==> config.mk <==
export PLATFORM = sky130hd
export DESIGN_NAME = spi_transmitter
export DESIGN_NICKNAME = d
export VERILOG_FILES = /design/src/rtl/spi_pkg.sv /design/src/rtl/tx_fifo.sv /design/src/rtl/spi_transmitter.sv
export SDC_FILE = /design/constraint.sdc
export NUM_CORES = 1
export LEC_CHECK = 0
export ABC_AREA = 1
export CORE_MARGIN = 3
export CORE_UTILIZATION = 45
export DETAILED_ROUTE_END_ITERATION = 8
export DONT_BUFFER_PORTS = 1
export SLEW_MARGIN = 25
export SYNTH_ARGS = -nofsm -noshare
export SYNTH_HDL_FRONTEND = slang
export SYNTH_HIERARCHICAL = 1
export SYNTH_SLANG_ARGS = --single-unit
==> constraint.sdc <==
create_clock -name dclk -period 2.3 [get_ports dclk]
set_input_delay 0.23 -clock dclk [delete_from_list [all_inputs] [get_ports dclk]]
set_output_delay 0.23 -clock dclk [all_outputs]
set_load 0.005 [all_outputs]
==> src/rtl/spi_pkg.sv <==
// Shared definitions for the SPI transmitter slice.
//   DEPTH_DEF  - default transmit FIFO depth in bytes (power of two, >= 2)
//   CLKDIV_DEF - default dclk cycles per SCLK half-period (>= 1)
//   state_t    - serializer FSM state encoding
package spi_pkg;

    localparam int DEPTH_DEF  = 8;
    localparam int CLKDIV_DEF = 2;

    typedef enum logic [1:0] {
        IDLE  = 2'd0,
        SHIFT = 2'd1,
        DONE  = 2'd2
    } state_t;

endpackage

==> src/rtl/tx_fifo.sv <==
// Byte-wide transmit FIFO with registered count and full flag.
//   dclk  - clock, rising edge
//   rst   - asynchronous active-high reset
//   clr   - synchronous flush; a put or pop in the same cycle is discarded
//   put   - push din (ignored when full unless a pop happens in the same cycle)
//   pop   - remove head; dout shows the head combinationally
//   din   - write data
//   dout  - head of FIFO
//   full  - registered, count == DEPTH
//   empty - count == 0
module tx_fifo
    import spi_pkg::*;
#(
    parameter int DEPTH = DEPTH_DEF
)
(
    input  logic       dclk,
    input  logic       rst,
    input  logic       clr,
    input  logic       put,
    input  logic       pop,
    input  logic [7:0] din,
    output logic [7:0] dout,
    output logic       full,
    output logic       empty
);

    localparam int AW = (DEPTH > 1) ? $clog2(DEPTH) : 1;
    localparam int CW = $clog2(DEPTH + 1);

    logic [7:0]    mem [DEPTH];
    logic [AW-1:0] wr_ptr;
    logic [AW-1:0] rd_ptr;
    logic [CW-1:0] count;
    logic [CW-1:0] count_nxt;
    logic          do_put;
    logic          do_pop;

    assign do_pop = pop && !clr && (count != '0);
    // A pop in the same cycle frees the slot, so a put at full still lands.
    assign do_put = put && !clr && (!full || do_pop);

    always_comb begin
        count_nxt = count;
        if (clr) begin
            count_nxt = '0;
        end else if (do_put && !do_pop) begin
            count_nxt = count + 1'b1;
        end else if (do_pop && !do_put) begin
            count_nxt = count - 1'b1;
        end
    end

    always_ff @(posedge dclk or posedge rst) begin
        if (rst) begin
            count  <= '0;
            full   <= 1'b0;
            wr_ptr <= '0;
            rd_ptr <= '0;
        end else begin
            count <= count_nxt;
            full  <= (count_nxt == CW'(DEPTH));
            if (clr) begin
                wr_ptr <= '0;
                rd_ptr <= '0;
            end else begin
                // Pointers are exactly log2(DEPTH) bits, so they wrap naturally.
                if (do_put) wr_ptr <= wr_ptr + 1'b1;
                if (do_pop) rd_ptr <= rd_ptr + 1'b1;
            end
        end
    end

    always_ff @(posedge dclk) begin
        if (do_put) mem[wr_ptr] <= din;
    end

    assign dout  = mem[rd_ptr];
    assign empty = (count == '0);

endmodule

==> src/rtl/spi_transmitter.sv <==
// SPI mode-0 master transmitter with transmit FIFO and receive capture.
//   dclk     - sole clock, rising edge
//   rst      - asynchronous active-high reset
//   clr      - synchronous flush of FIFO and abort of the byte in flight
//   put/din  - push a byte into the transmit FIFO
//   full     - FIFO holds DEPTH bytes
//   busy     - FIFO non-empty or a byte in flight
//   sclk     - SPI clock, idle low
//   mosi     - serial data out, MSB first, idle high
//   miso     - serial data in, sampled on sclk rising edge
//   rx_byte  - byte captured during the last completed transfer
//   rx_valid - one-cycle pulse when rx_byte updates
//
// state | meaning
// ------+---------------------------------------------------------
// IDLE  | waiting for FIFO data; pops head and loads shift register
// SHIFT | toggling sclk every CLKDIV cycles, 8 sclk pulses per byte
// DONE  | publishes rx_byte, pulses rx_valid, returns mosi high
module spi_transmitter
    import spi_pkg::*;
#(
    parameter int DEPTH  = DEPTH_DEF,
    parameter int CLKDIV = CLKDIV_DEF
)
(
    input  logic       dclk,
    input  logic       rst,
    input  logic       clr,
    input  logic       put,
    input  logic [7:0] din,
    output logic       full,
    output logic       busy,
    output logic       sclk,
    output logic       mosi,
    input  logic       miso,
    output logic [7:0] rx_byte,
    output logic       rx_valid
);

    localparam int              DW     = (CLKDIV > 1) ? $clog2(CLKDIV) : 1;
    localparam logic [DW-1:0]   DIV_TC = DW'(CLKDIV - 1);

    state_t        state,    state_nxt;
    logic          sclk_nxt, mosi_nxt, rx_valid_nxt;
    logic [7:0]    tx_sh,    tx_nxt;
    logic [7:0]    rx_sh,    rx_nxt;
    logic [7:0]    rx_byte_nxt;
    logic [3:0]    bit_cnt,  bit_nxt;
    logic [DW-1:0] div,      div_nxt;
    logic          pop;
    logic [7:0]    fifo_dout;
    logic          fifo_empty;

    tx_fifo #(.DEPTH(DEPTH)) u_fifo (
        .dclk  (dclk),
        .rst   (rst),
        .clr   (clr),
        .put   (put),
        .pop   (pop),
        .din   (din),
        .dout  (fifo_dout),
        .full  (full),
        .empty (fifo_empty)
    );

    always_ff @(posedge dclk or posedge rst) begin
        if (rst) begin
            state    <= IDLE;
            sclk     <= 1'b0;
            mosi     <= 1'b1;
            tx_sh    <= 8'h00;
            rx_sh    <= 8'h00;
            bit_cnt  <= 4'd0;
            div      <= '0;
            rx_byte  <= 8'h00;
            rx_valid <= 1'b0;
        end else begin
            state    <= state_nxt;
            sclk     <= sclk_nxt;
            mosi     <= mosi_nxt;
            tx_sh    <= tx_nxt;
            rx_sh    <= rx_nxt;
            bit_cnt  <= bit_nxt;
            div      <= div_nxt;
            rx_byte  <= rx_byte_nxt;
            rx_valid <= rx_valid_nxt;
        end
    end

    always_comb begin
        state_nxt    = state;
        sclk_nxt     = sclk;
        mosi_nxt     = mosi;
        tx_nxt       = tx_sh;
        rx_nxt       = rx_sh;
        bit_nxt      = bit_cnt;
        div_nxt      = div;
        rx_byte_nxt  = rx_byte;
        rx_valid_nxt = 1'b0;
        pop          = 1'b0;

        unique case (state)
            IDLE: begin
                if (!fifo_empty) begin
                    pop       = 1'b1;
                    tx_nxt    = fifo_dout;
                    mosi_nxt  = fifo_dout[7];
                    sclk_nxt  = 1'b0;
                    bit_nxt   = 4'd0;
                    div_nxt   = '0;
                    state_nxt = SHIFT;
                end
            end
            SHIFT: begin
                if (div == DIV_TC) begin
                    div_nxt  = '0;
                    sclk_nxt = ~sclk;
                    if (!sclk) begin
                        // rising sclk: sample miso
                        rx_nxt  = {rx_sh[6:0], miso};
                        bit_nxt = bit_cnt + 4'd1;
                    end else if (bit_cnt < 4'd8) begin
                        // falling sclk: next bit; tx_sh[7] is the bit just sent
                        tx_nxt   = {tx_sh[6:0], 1'b0};
                        mosi_nxt = tx_sh[6];
                    end else begin
                        state_nxt = DONE;
                    end
                end else begin
                    div_nxt = div + 1'b1;
                end
            end
            DONE: begin
                rx_byte_nxt  = rx_sh;
                rx_valid_nxt = 1'b1;
                mosi_nxt     = 1'b1;
                state_nxt    = IDLE;
            end
            default: begin
                state_nxt = IDLE;
            end
        endcase

        // Flush wins over everything, including a pending DONE publish.
        if (clr) begin
            state_nxt    = IDLE;
            sclk_nxt     = 1'b0;
            mosi_nxt     = 1'b1;
            rx_byte_nxt  = rx_byte;
            rx_valid_nxt = 1'b0;
            pop          = 1'b0;
        end
    end

    assign busy = !fifo_empty || (state != IDLE);

endmodule

==> flow_metrics.py, run 1 <==
metrics = {
    "clocking": {
        "clk_pin_slew_ns": 0.11,
        "cts_tree": "built",
        "cts_root_buffer": "clkbuf_8",
        "clk_latency_ns": 0.38,
        "clock_sinks": 108,
        "ctsLongestPathBuffers": 2,
        "htreeDepth": 3,
        "cts_buffers": 9,
    },
    "pwr": {
        "swShare": 0.351,
        "p_seq_frac": 0.496,
        "p_leak_nw": 2.32,
        "total_power_mw": 4.95,
        "power_density_nw_per_um2": 908,
        "p_clk_frac": 0.233,
        "irDropWorstVdd_v": 0.000379,
        "power.switching_mw": 1.74,
        "p_comb_frac": 0.271,
        "internal_power_mw": 3.22,
    },
    "critical_path": {
        "slowest_stage": "dfrtp_1",
        "r2r-start": "u_fifo/count[0]",
        "rr_worst_depth": 14,
        "crit_path_max_incr_delay_ns": 0.38,
        "crit_chain": "inv_1 > ha_2 > nand2_4 > inv_1 > nor3_1 > inv_1 > nor2_4 > nand2_4 > nand2_2 > nand2_2 > clkinv_2 > nand2_2 > nor2_1 > buf_4",
        "rrSetupSlack_ns": 0.21,
        "crit_required_ns": 2.39,
        "crit_end": "u_fifo/mem[3][0]",
        "reg2reg_to": "u_fifo/mem[3][0]",
        "startpoint_type": "flop",
        "critPathMaxFanout": 8,
        "worst_setup_path_end_kind": "flop",
        "crit_type": "reg2reg",
        "crit_arrival_ns": 2.18,
        "setup.worst_path.start": "u_fifo/count[0]",
    },
    "finish": {
        "n_fill_cell": 967,
        "area_delta_synth_final_pct": 11.4,
        "nets": 532,
        "drive_gt1_frac": 0.132,
        "regArea_um2": 3020,
        "final_area_um2": 5460,
        "multi_input_area_um2": 1610,
    },
    "floorplanning": {
        "ioPinCount": 26,
        "core_um2": 10500,
        "dieArea_um2": 12200,
        "rows": 37,
        "die_x_um": 110,
        "dieHeight_um": 110,
        "initial_core_util": 0.468,
    },
    "flow_run": {
        "maxCapViolCount": 0,
    },
    "yosys": {
        "synth_nets": 506,
        "ys_seq_elements": 108,
        "yosys.area.top_type_share": 0.392,
        "seq_area_frac_synth": 0.618,
        "syn_area_per_cell_um2": 10.1,
        "netlist_area_um2": 4900,
        "ys_warn_count": 6,
        "synth_cell_type_count": 32,
        "synthCells": 483,
        "synth_area_leaders": "edfxtp_1 (39%), dfrtp_1 (22%), nand2_1 (8.4%)",
        "yosysTopAreaCell": "edfxtp_1",
    },
    "sta": {
        "fin_setup_tns_ns": 0,
        "slew_viol_final": 0,
        "hold_violations": 0,
        "fin_ws_ns": 0.209,
        "clock_skew_ns": 0.0206,
        "slew-limit-headroom": 0.622,
        "hold_ws_ns": 0.0490,
        "setup_viol": 0,
        "rsz0062_at_grt": "false",
        "clock.fmax_ghz": 0.478,
        "min_period_ns": 2.09,
        "finalCritPeriodShare": 0.909,
        "worst_slew_pin_slew_ns": 0.567,
    },
    "place": {
        "placed_area_um2": 5120,
        "place.gp.congestion": 0.835,
        "io_buffers": 0,
        "dp_hpwl_um": 7220,
        "dp_slack_ns": 0.0739,
    },
    "detailed_routing": {
        "drc": 0,
        "via_per_inst": 5.22,
        "final_antenna_net_count": 0,
        "drt_iter0_markers": 237,
        "drt_pass1_iterations": 5,
        "dr_total_vias": 3395,
        "wl_met1_um": 4640,
        "top_layer_used": "met4",
        "post_drt_wl_per_cell_um": 16.2,
        "met3WireLength_um": 372,
        "wirelength_um": 10500,
        "wl_met2_um": 5320,
    },
    "grt": {
        "grt_max_degree": 34,
        "grt_pass1_vias": 3287,
        "grt_pass1_wl_um": 16200,
        "antenna_found_initial": 1,
        "gr-total-overflow": 0,
        "grtUsageTotal": 0.179,
    },
    "hold_path": {
        "hold_path_depth": 4,
        "hold_path.class": "in2reg",
    },
    "run_status": {
        "status": "finished clean",
    },
}
[state kept, by name (all words and copies together), names as in the netlist]
name,flops
u_fifo/mem,64
state,2
sclk,1
tx_sh,7
u_fifo/rd_ptr,3
u_fifo/count,4
u_fifo/full,1
mosi,1
rx_byte,8
bit_cnt,4
rx_valid,1
rx_sh,8
u_fifo/wr_ptr,3
div,1
[through the flow]
stage / utilization / cells
global route: 0.522 / 651
finish: 0.522 / 651
detailed placement: 0.489 / 621
global placement: 0.489 / 621
floorplan: - / 483
CTS: 0.519 / 648
[power by group through the flow]
stage,combinational [mW],sequential (mW),clock [mW]
detailed placement,1.30,2.50,0
finish,1.34,2.46,1.15
global placement,1.27,2.49,0
global route,1.54,2.49,1.28
floorplan,1.07,2.46,0
CTS,1.35,2.46,1.19
[how the worst min path moves through the flow]
stage	from	endpoint	slack, ns
after floorplan	rst	u_fifo/count[0]	0.08
after global placement	rst	u_fifo/rd_ptr[1]	0.16
after detailed placement	rst	u_fifo/rd_ptr[1]	0.16
after CTS	clr	mosi	0.03
after global routing	clr	mosi	0.04
final	clr	mosi	0.05
[area by class of cell]
cell class                 instances  area share
clock inverter                     7      0.0147
sequential                       108       0.554
clock buffer                       9      0.0227
timing repair buffer              31      0.0477
inverter                          50      0.0346
antenna                            1    0.000459
multi-input combinational        309       0.294
tap                              136      0.0312
[timing repair]
action,4_1_cts,5_1_grt
setup endpoints to repair,0,64
hold buffers,11,0
hold endpoints to repair,112,0
resized for setup,0,3
setup buffers,0,2
[cells in the mapped netlist, drive strengths merged]
library cell	n
nand4	5
edfxtp	64
inv	48
dfstp	1
nor2	70
clkbuf	5
dfrtp	43
xor2	3
nand2	118
a21oi	5
xnor2	1
mux2i	6
o32ai	16
nor3	1
nand3	22
buf	11
clkinv	2
ha	10
o21a	2
o21ai	50
[logic make-up (layout without fill, tap and decap cells)]
kind of cell    count (synthesis)  count (layout)  synth area share
simple gates                  216             216             0.188
flops                         108             108             0.618
compound gates                 73              73            0.0933
buf+inv                        66              97            0.0560
fa+ha+maj                      10              10            0.0255
mux                             6               6            0.0123
xor+xnor                        4               4           0.00716
other cells                     0               1                 0
[critical path, delay by kind of cell, from the launching register on]
kind / cells / cell delay, ns
flops: 1 / 0.38
simple gates: 8 / 0.73
buf+inv: 5 / 0.48
fa+ha+maj: 1 / 0.21
[placed cells by master (no fill, tap or decap), types with 11 or more instances in the layout]
cell type      Yosys  layout
dfrtp_1           43      43
buf_4              2      20
edfxtp_1          64      64
o21ai_0           33      33
dlygate4sd3_1      0      11
nor2_1            65      65
o32ai_1           16      16
nand2_1          110     108
inv_1             44      44
nand3_1           19      19
[per-layer routing]
metal | vias to the layer above | track usage
li1 | 1666 | -
met1 | 1647 | 0.222
met2 | 68 | 0.315
met3 | 14 | 0.0384
met4 | 0 | 0.0519
met5 | - | 0
(Power assumes the default switching activity.)
==> run 2: changes to the inputs <==
--- a/config.mk
+++ b/config.mk
@@ -10,6 +10,7 @@
 export CORE_UTILIZATION = 45
 export DETAILED_ROUTE_END_ITERATION = 8
 export DONT_BUFFER_PORTS = 1
+export SETUP_SLACK_MARGIN = 0.3
 export SLEW_MARGIN = 25
 export SYNTH_ARGS = -nofsm -noshare
 export SYNTH_HDL_FRONTEND = slang
==> run 2 against run 1 <==
Wire length shrank 1.4%. Combinational power is 9.7% higher. Final area rose by 3.6%. Clock skew down 0.0065 ns. Count of clock-buffer cells in the layout is the same. Critical path type unchanged. Largest cell class unchanged.
==> flow_metrics.py, run 2 (same netlist as run 1, synthesis figures left out) <==
metrics = {
    "place": {
        "dp_hpwl_um": 7260,
        "placed_area_um2": 5170,
        "place.gp.congestion": 0.861,
        "dp_cells": 612,
        "dp_slack_ns": 0.144,
        "io_buffers": 0,
    },
    "clocking": {
        "clock_sinks": 108,
        "cts_buffers": 9,
        "clk_pin_slew_ns": 0.11,
        "ctsLongestPathBuffers": 2,
        "cts_root_buffer": "clkbuf_8",
        "htreeDepth": 3,
        "clk_latency_ns": 0.39,
        "cts_tree": "built",
    },
    "critical_path": {
        "crit_required_ns": 2.38,
        "worst_setup_path_end_kind": "flop",
        "crit_arrival_ns": 2.06,
        "startpoint_type": "flop",
        "critPathMaxFanout": 8,
        "crit_type": "reg2reg",
    },
    "sta": {
        "finalCritPeriodShare": 0.860,
        "min_period_ns": 1.98,
        "worst_slew_pin_slew_ns": 0.590,
        "hold_violations": 0,
        "clock.fmax_ghz": 0.505,
        "slew_viol_final": 0,
        "hold_ws_ns": 0.0321,
        "clock_skew_ns": 0.0141,
        "slew-limit-headroom": 0.606,
        "setup_viol": 0,
        "rsz0062_at_grt": "true",
        "fin_setup_tns_ns": 0,
        "fin_ws_ns": 0.321,
    },
    "grt": {
        "gr-total-overflow": 0,
        "grtUsageTotal": 0.185,
        "grt_pass1_vias": 3237,
        "grt_pass1_wl_um": 16500,
        "antenna_found_initial": 0,
        "grt_max_degree": 36,
    },
    "detailed_routing": {
        "via_per_inst": 5.13,
        "dr_total_vias": 3354,
        "drt_iter0_markers": 224,
        "drt_pass1_iterations": 6,
        "wirelength_um": 10400,
        "post_drt_wl_per_cell_um": 15.8,
        "drc": 0,
        "final_antenna_net_count": 0,
    },
    "floorplanning": {
        "initial_core_util": 0.468,
        "dieHeight_um": 110,
        "rows": 37,
        "core_um2": 10500,
        "die_x_um": 110,
        "ioPinCount": 26,
        "dieArea_um2": 12200,
    },
    "finish": {
        "layoutNonFillerInstCount": 654,
        "area_delta_synth_final_pct": 15.4,
        "layout_common_cells": "nand2_1 (107), edfxtp_1 (64), nor2_1 (57), dfrtp_1 (42), inv_1 (40)",
        "largest_register_ff_count": 64,
        "nets": 536,
        "reg_top3": "u_fifo/mem x64, rx_byte x8, rx_sh x8",
        "drive_gt1_frac": 0.174,
        "diodes": 0,
        "final_area_um2": 5650,
        "layout_commonest_cell": "nand2_1",
        "regMostFlops": "u_fifo/mem",
        "final_util": 0.540,
    },
    "flow_run": {
        "maxCapViolCount": 0,
    },
    "pwr": {
        "p_seq_frac": 0.475,
        "power_density_nw_per_um2": 915,
        "swShare": 0.346,
        "p_clk_frac": 0.241,
        "p_leak_nw": 2.36,
        "irDropWorstVdd_v": 0.000451,
        "p_comb_frac": 0.284,
        "internal_power_mw": 3.38,
        "power.switching_mw": 1.79,
        "total_power_mw": 5.17,
    },
    "hold_path": {
        "hold_path.class": "in2reg",
    },
    "run_status": {
        "status": "finished clean",
    },
}
## run 2: changes by cell type in the layout (fill, tap and decap cells not counted), moves of 3 or more
cell,previous run,this run
inv_2,4,7
nor2_4,1,9
nor2_1,65,57
nand2_8,0,3
nand3_1,19,16
nand2_2,8,5
nand3_2,2,5
buf_4,20,24
inv_6,1,4
inv_1,44,40
## run 2: timing repair
action	in CTS	in global routing
hold buffers	11	0
endpoints found under the hold margin	94	0
gates resized for setup	3	9
pin swaps	4	5
setup buffers	6	9
setup endpoints to repair	65	71
cloned	0	0
## run 2: path summary, 6_finish.rpt
check / cells past startpoint / slack [ns] / start / endpoint
setup / recovery: 13 / 0.32 / u_fifo/count[0] / u_fifo/mem[3][3]
hold / removal: 4 / 0.03 / clr / mosi
setup reg to reg: 13 / 0.32 / u_fifo/count[0] / u_fifo/mem[3][3]
hold reg to reg: 2 / 0.49 / rx_sh[7] / rx_byte[7]
max in group asynchronous: 3 / 1.18 / rst / mosi
min in group asynchronous: 2 / 0.32 / rst / u_fifo/rd_ptr[0]
## run 2: area by class of cell
class,count,area [um^2]
clock buffer,9,124
fill,945,4810
clock inverter,7,95.1
inverter,50,200
sequential,108,3030
timing repair buffer,35,290
multi-input combinational,309,1750
tap,136,170
## run 2: critical path, stage by stage, from the launching register on
cell	delay, ns
dfrtp_1	0.38
inv_2	0.06
ha_4	0.18
nand2_8	0.07
inv_6	0.03
nor3_2	0.14
inv_1	0.08
nor2_4	0.11
nand2_4	0.07
nand2_4	0.06
nand2_4	0.06
inv_8	0.10
nand2_8	0.08
nor2_4	0.25
## run 2: power groups by stage
| stage | sequential [mW] | clock (mW) | combinational (mW) |
|---|---|---|---|
| 6_report | 2.46 | 1.25 | 1.47 |
| 4_1_cts | 2.46 | 1.28 | 1.43 |
| 5_1_grt | 2.49 | 1.38 | 1.68 |
| 3_5_place_dp | 2.50 | 0 | 1.35 |
| 3_3_place_gp | 2.50 | 0 | 1.31 |
| 2_1_floorplan | 2.46 | 0 | 1.11 |
## run 2: per-layer routing
metal,share of wire,track usage,up-vias
met5,0,0,-
met4,0.014,0.0651,0
met3,0.053,0.0425,10
met2,0.51,0.312,63
met1,0.43,0.233,1605
li1,-,-,1676
==> run 3: changes to the inputs <==
--- a/config.mk
+++ b/config.mk
@@ -10,7 +10,7 @@
 export CORE_UTILIZATION = 45
 export DETAILED_ROUTE_END_ITERATION = 8
 export DONT_BUFFER_PORTS = 1
-export SETUP_SLACK_MARGIN = 0.3
+export SETUP_SLACK_MARGIN = 0.15
 export SLEW_MARGIN = 25
 export SYNTH_ARGS = -nofsm -noshare
 export SYNTH_HDL_FRONTEND = slang
==> run 3 against run 2 <==
Global-route usage rose by 0.24 points. Worst hold slack got worse by 0.0062 ns. Total power rose by 0.12%. Via count fell by 0.27%. Non-clock buffer count fell by 7. Count of clock-buffer cells in the layout did not move. Critical path depth did not move. Final area fell by 1.7%. Worst setup slack got worse by 0.036 ns. Critical path type unchanged. Sequential power barely moved.
==> flow_metrics.py, run 3 (same netlist as run 1, synthesis figures left out) <==
metrics = {
    "run_status": {
        "status": "finished clean",
    },
    "detailed_routing": {
        "drc": 0,
        "post_drt_wl_per_cell_um": 16.2,
        "met3WireLength_um": 526,
        "wl_met2_um": 5340,
        "wl_met1_um": 4410,
        "wirelength_um": 10500,
        "final_antenna_net_count": 0,
        "drt_iter0_markers": 181,
        "via_per_inst": 5.18,
        "top_layer_used": "met4",
        "drt_pass1_iterations": 4,
        "dr_total_vias": 3345,
    },
    "finish": {
        "largest_register_ff_count": 64,
        "layout_commonest_cell": "nand2_1",
        "regArea_um2": 3020,
        "final_area_um2": 5560,
        "drive_gt1_frac": 0.151,
        "regMostFlops": "u_fifo/mem",
        "layout_common_cells": "nand2_1 (108), edfxtp_1 (64), nor2_1 (57), dfrtp_1 (43), inv_1 (41)",
        "n_fill_cell": 970,
        "nets": 529,
        "diodes": 0,
        "multi_input_area_um2": 1710,
        "area_delta_synth_final_pct": 13.5,
        "reg_top3": "u_fifo/mem x64, rx_byte x8, rx_sh x8",
    },
    "clocking": {
        "clk_pin_slew_ns": 0.11,
        "cts_tree": "built",
        "ctsLongestPathBuffers": 2,
        "htreeDepth": 3,
        "cts_root_buffer": "clkbuf_8",
        "clk_latency_ns": 0.37,
        "clock_sinks": 108,
        "cts_buffers": 9,
    },
    "critical_path": {
        "critPathMaxFanout": 8,
        "crit_type": "reg2reg",
        "path_delay_family": "simple AND/OR/NAND/NOR gates",
        "crit_path_max_incr_delay_ns": 0.38,
        "crit_path_frequent_cell": "nand2_4",
        "crit_arrival_ns": 2.07,
        "critPathBufInv": 4,
        "rr_worst_depth": 13,
        "slowest_stage": "dfrtp_1",
        "worst_setup_path_end_kind": "flop",
        "startpoint_type": "flop",
        "crit_chain": "inv_2 > ha_4 > nand2_4 > inv_1 > nor3_2 > inv_1 > nor2_4 > nand2_4 > nand2_4 > nand2_4 > clkinv_4 > nand2_8 > nor2_4",
        "r2r-start": "u_fifo/count[0]",
        "rrSetupSlack_ns": 0.29,
        "reg2reg_to": "u_fifo/mem[1][3]",
        "crit_required_ns": 2.36,
    },
    "floorplanning": {
        "dieArea_um2": 12200,
        "core_um2": 10500,
        "rows": 37,
        "ioPinCount": 26,
        "die_x_um": 110,
        "initial_core_util": 0.468,
        "dieHeight_um": 110,
    },
    "sta": {
        "finalCritPeriodShare": 0.876,
        "setup_viol": 0,
        "clock.fmax_ghz": 0.496,
        "fin_setup_tns_ns": 0,
        "slew-limit-headroom": 0.558,
        "min_period_ns": 2.01,
        "rsz0062_at_grt": "false",
        "slew_viol_final": 0,
        "hold_violations": 0,
        "clock_skew_ns": 0.0141,
        "fin_ws_ns": 0.285,
        "worst_slew_pin_slew_ns": 0.662,
    },
    "place": {
        "dp_slack_ns": 0.0650,
        "dp_hpwl_um": 7260,
        "io_buffers": 0,
        "placed_area_um2": 5150,
        "place.gp.congestion": 0.843,
    },
    "grt": {
        "grt_pass1_vias": 3385,
        "grt_max_degree": 36,
        "grtUsageTotal": 0.187,
        "grt_pass1_wl_um": 17000,
        "antenna_found_initial": 0,
        "gr-total-overflow": 0,
    },
    "hold_path": {
        "holdPathEnd": "rx_sh[0]",
        "worstHoldStart": "miso",
        "hold_path.class": "in2reg",
        "hold_path_depth": 2,
    },
    "pwr": {
        "p_leak_nw": 2.33,
        "irDropWorstVdd_v": 0.000399,
        "total_power_mw": 5.18,
        "power_density_nw_per_um2": 932,
    },
    "flow_run": {
        "maxCapViolCount": 0,
    },
}
-- run 3: cell count changes in the layout (fill, tap and decap cells not counted), moves of 2 or more --
cell | previous run | this run
inv_6 | 4 | 2
nand3_1 | 16 | 19
buf_4 | 24 | 18
nand3_2 | 5 | 2
nand2_4 | 3 | 5
nand2_8 | 3 | 1
-- run 3: repair_timing --
| item | CTS | global route |
|---|---|---|
| setup endpoints to repair | 64 | 65 |
| hold buffers | 10 | 0 |
| endpoints found under the hold margin | 95 | 0 |
| gates cloned | 0 | 0 |
| gates resized for setup | 1 | 7 |
| pin swaps | 1 | 5 |
| setup buffers | 3 | 4 |
-- run 3: metal layers --
layer	vias up	track usage
li1	1656	-
met1	1587	0.233
met2	85	0.318
met3	17	0.0443
met4	0	0.0677
met5	-	0
-- run 3: worst max path at each step --
| stage | from | end | slack, ns | cells after the start |
|---|---|---|---|---|
| finish | u_fifo/count[0] | u_fifo/mem[1][3] | 0.29 | 13 |
| CTS | u_fifo/count[1] | u_fifo/mem[1][4] | 0.15 | 13 |
| detailed placement | u_fifo/count[0] | u_fifo/mem[1][3] | 0.06 | 13 |
| global route | u_fifo/count[1] | u_fifo/mem[1][4] | 0.15 | 13 |
| global placement | u_fifo/count[0] | u_fifo/mem[1][3] | 0.17 | 13 |
| floorplan | u_fifo/count[0] | u_fifo/mem[0][0] | 0.16 | 13 |
-- run 3: area by class of cell --
type                       count  area share
clock inverter                 6      0.0180
multi-input combinational    309       0.308
inverter                      50      0.0347
sequential                   108       0.544
timing repair buffer          28      0.0423
clock buffer                   9      0.0223
tap                          136      0.0306
-- run 3: through the flow --
step           hold slack (ns)  std cells  utilization
3_5_place_dp             0.160        614        0.492
3_3_place_gp             0.157        614        0.492
6_report                0.0258        646        0.531
4_1_cts                0.00931        642        0.525
2_1_floorplan           0.0824        483            -
5_1_grt                 0.0312        646        0.531
-- run 3: report_power, final --
part           total [mW]  switching [mW]  internal, mW
registers            2.45           0.158          2.30
logic                1.41           0.895         0.516
clock network        1.31           0.680         0.631
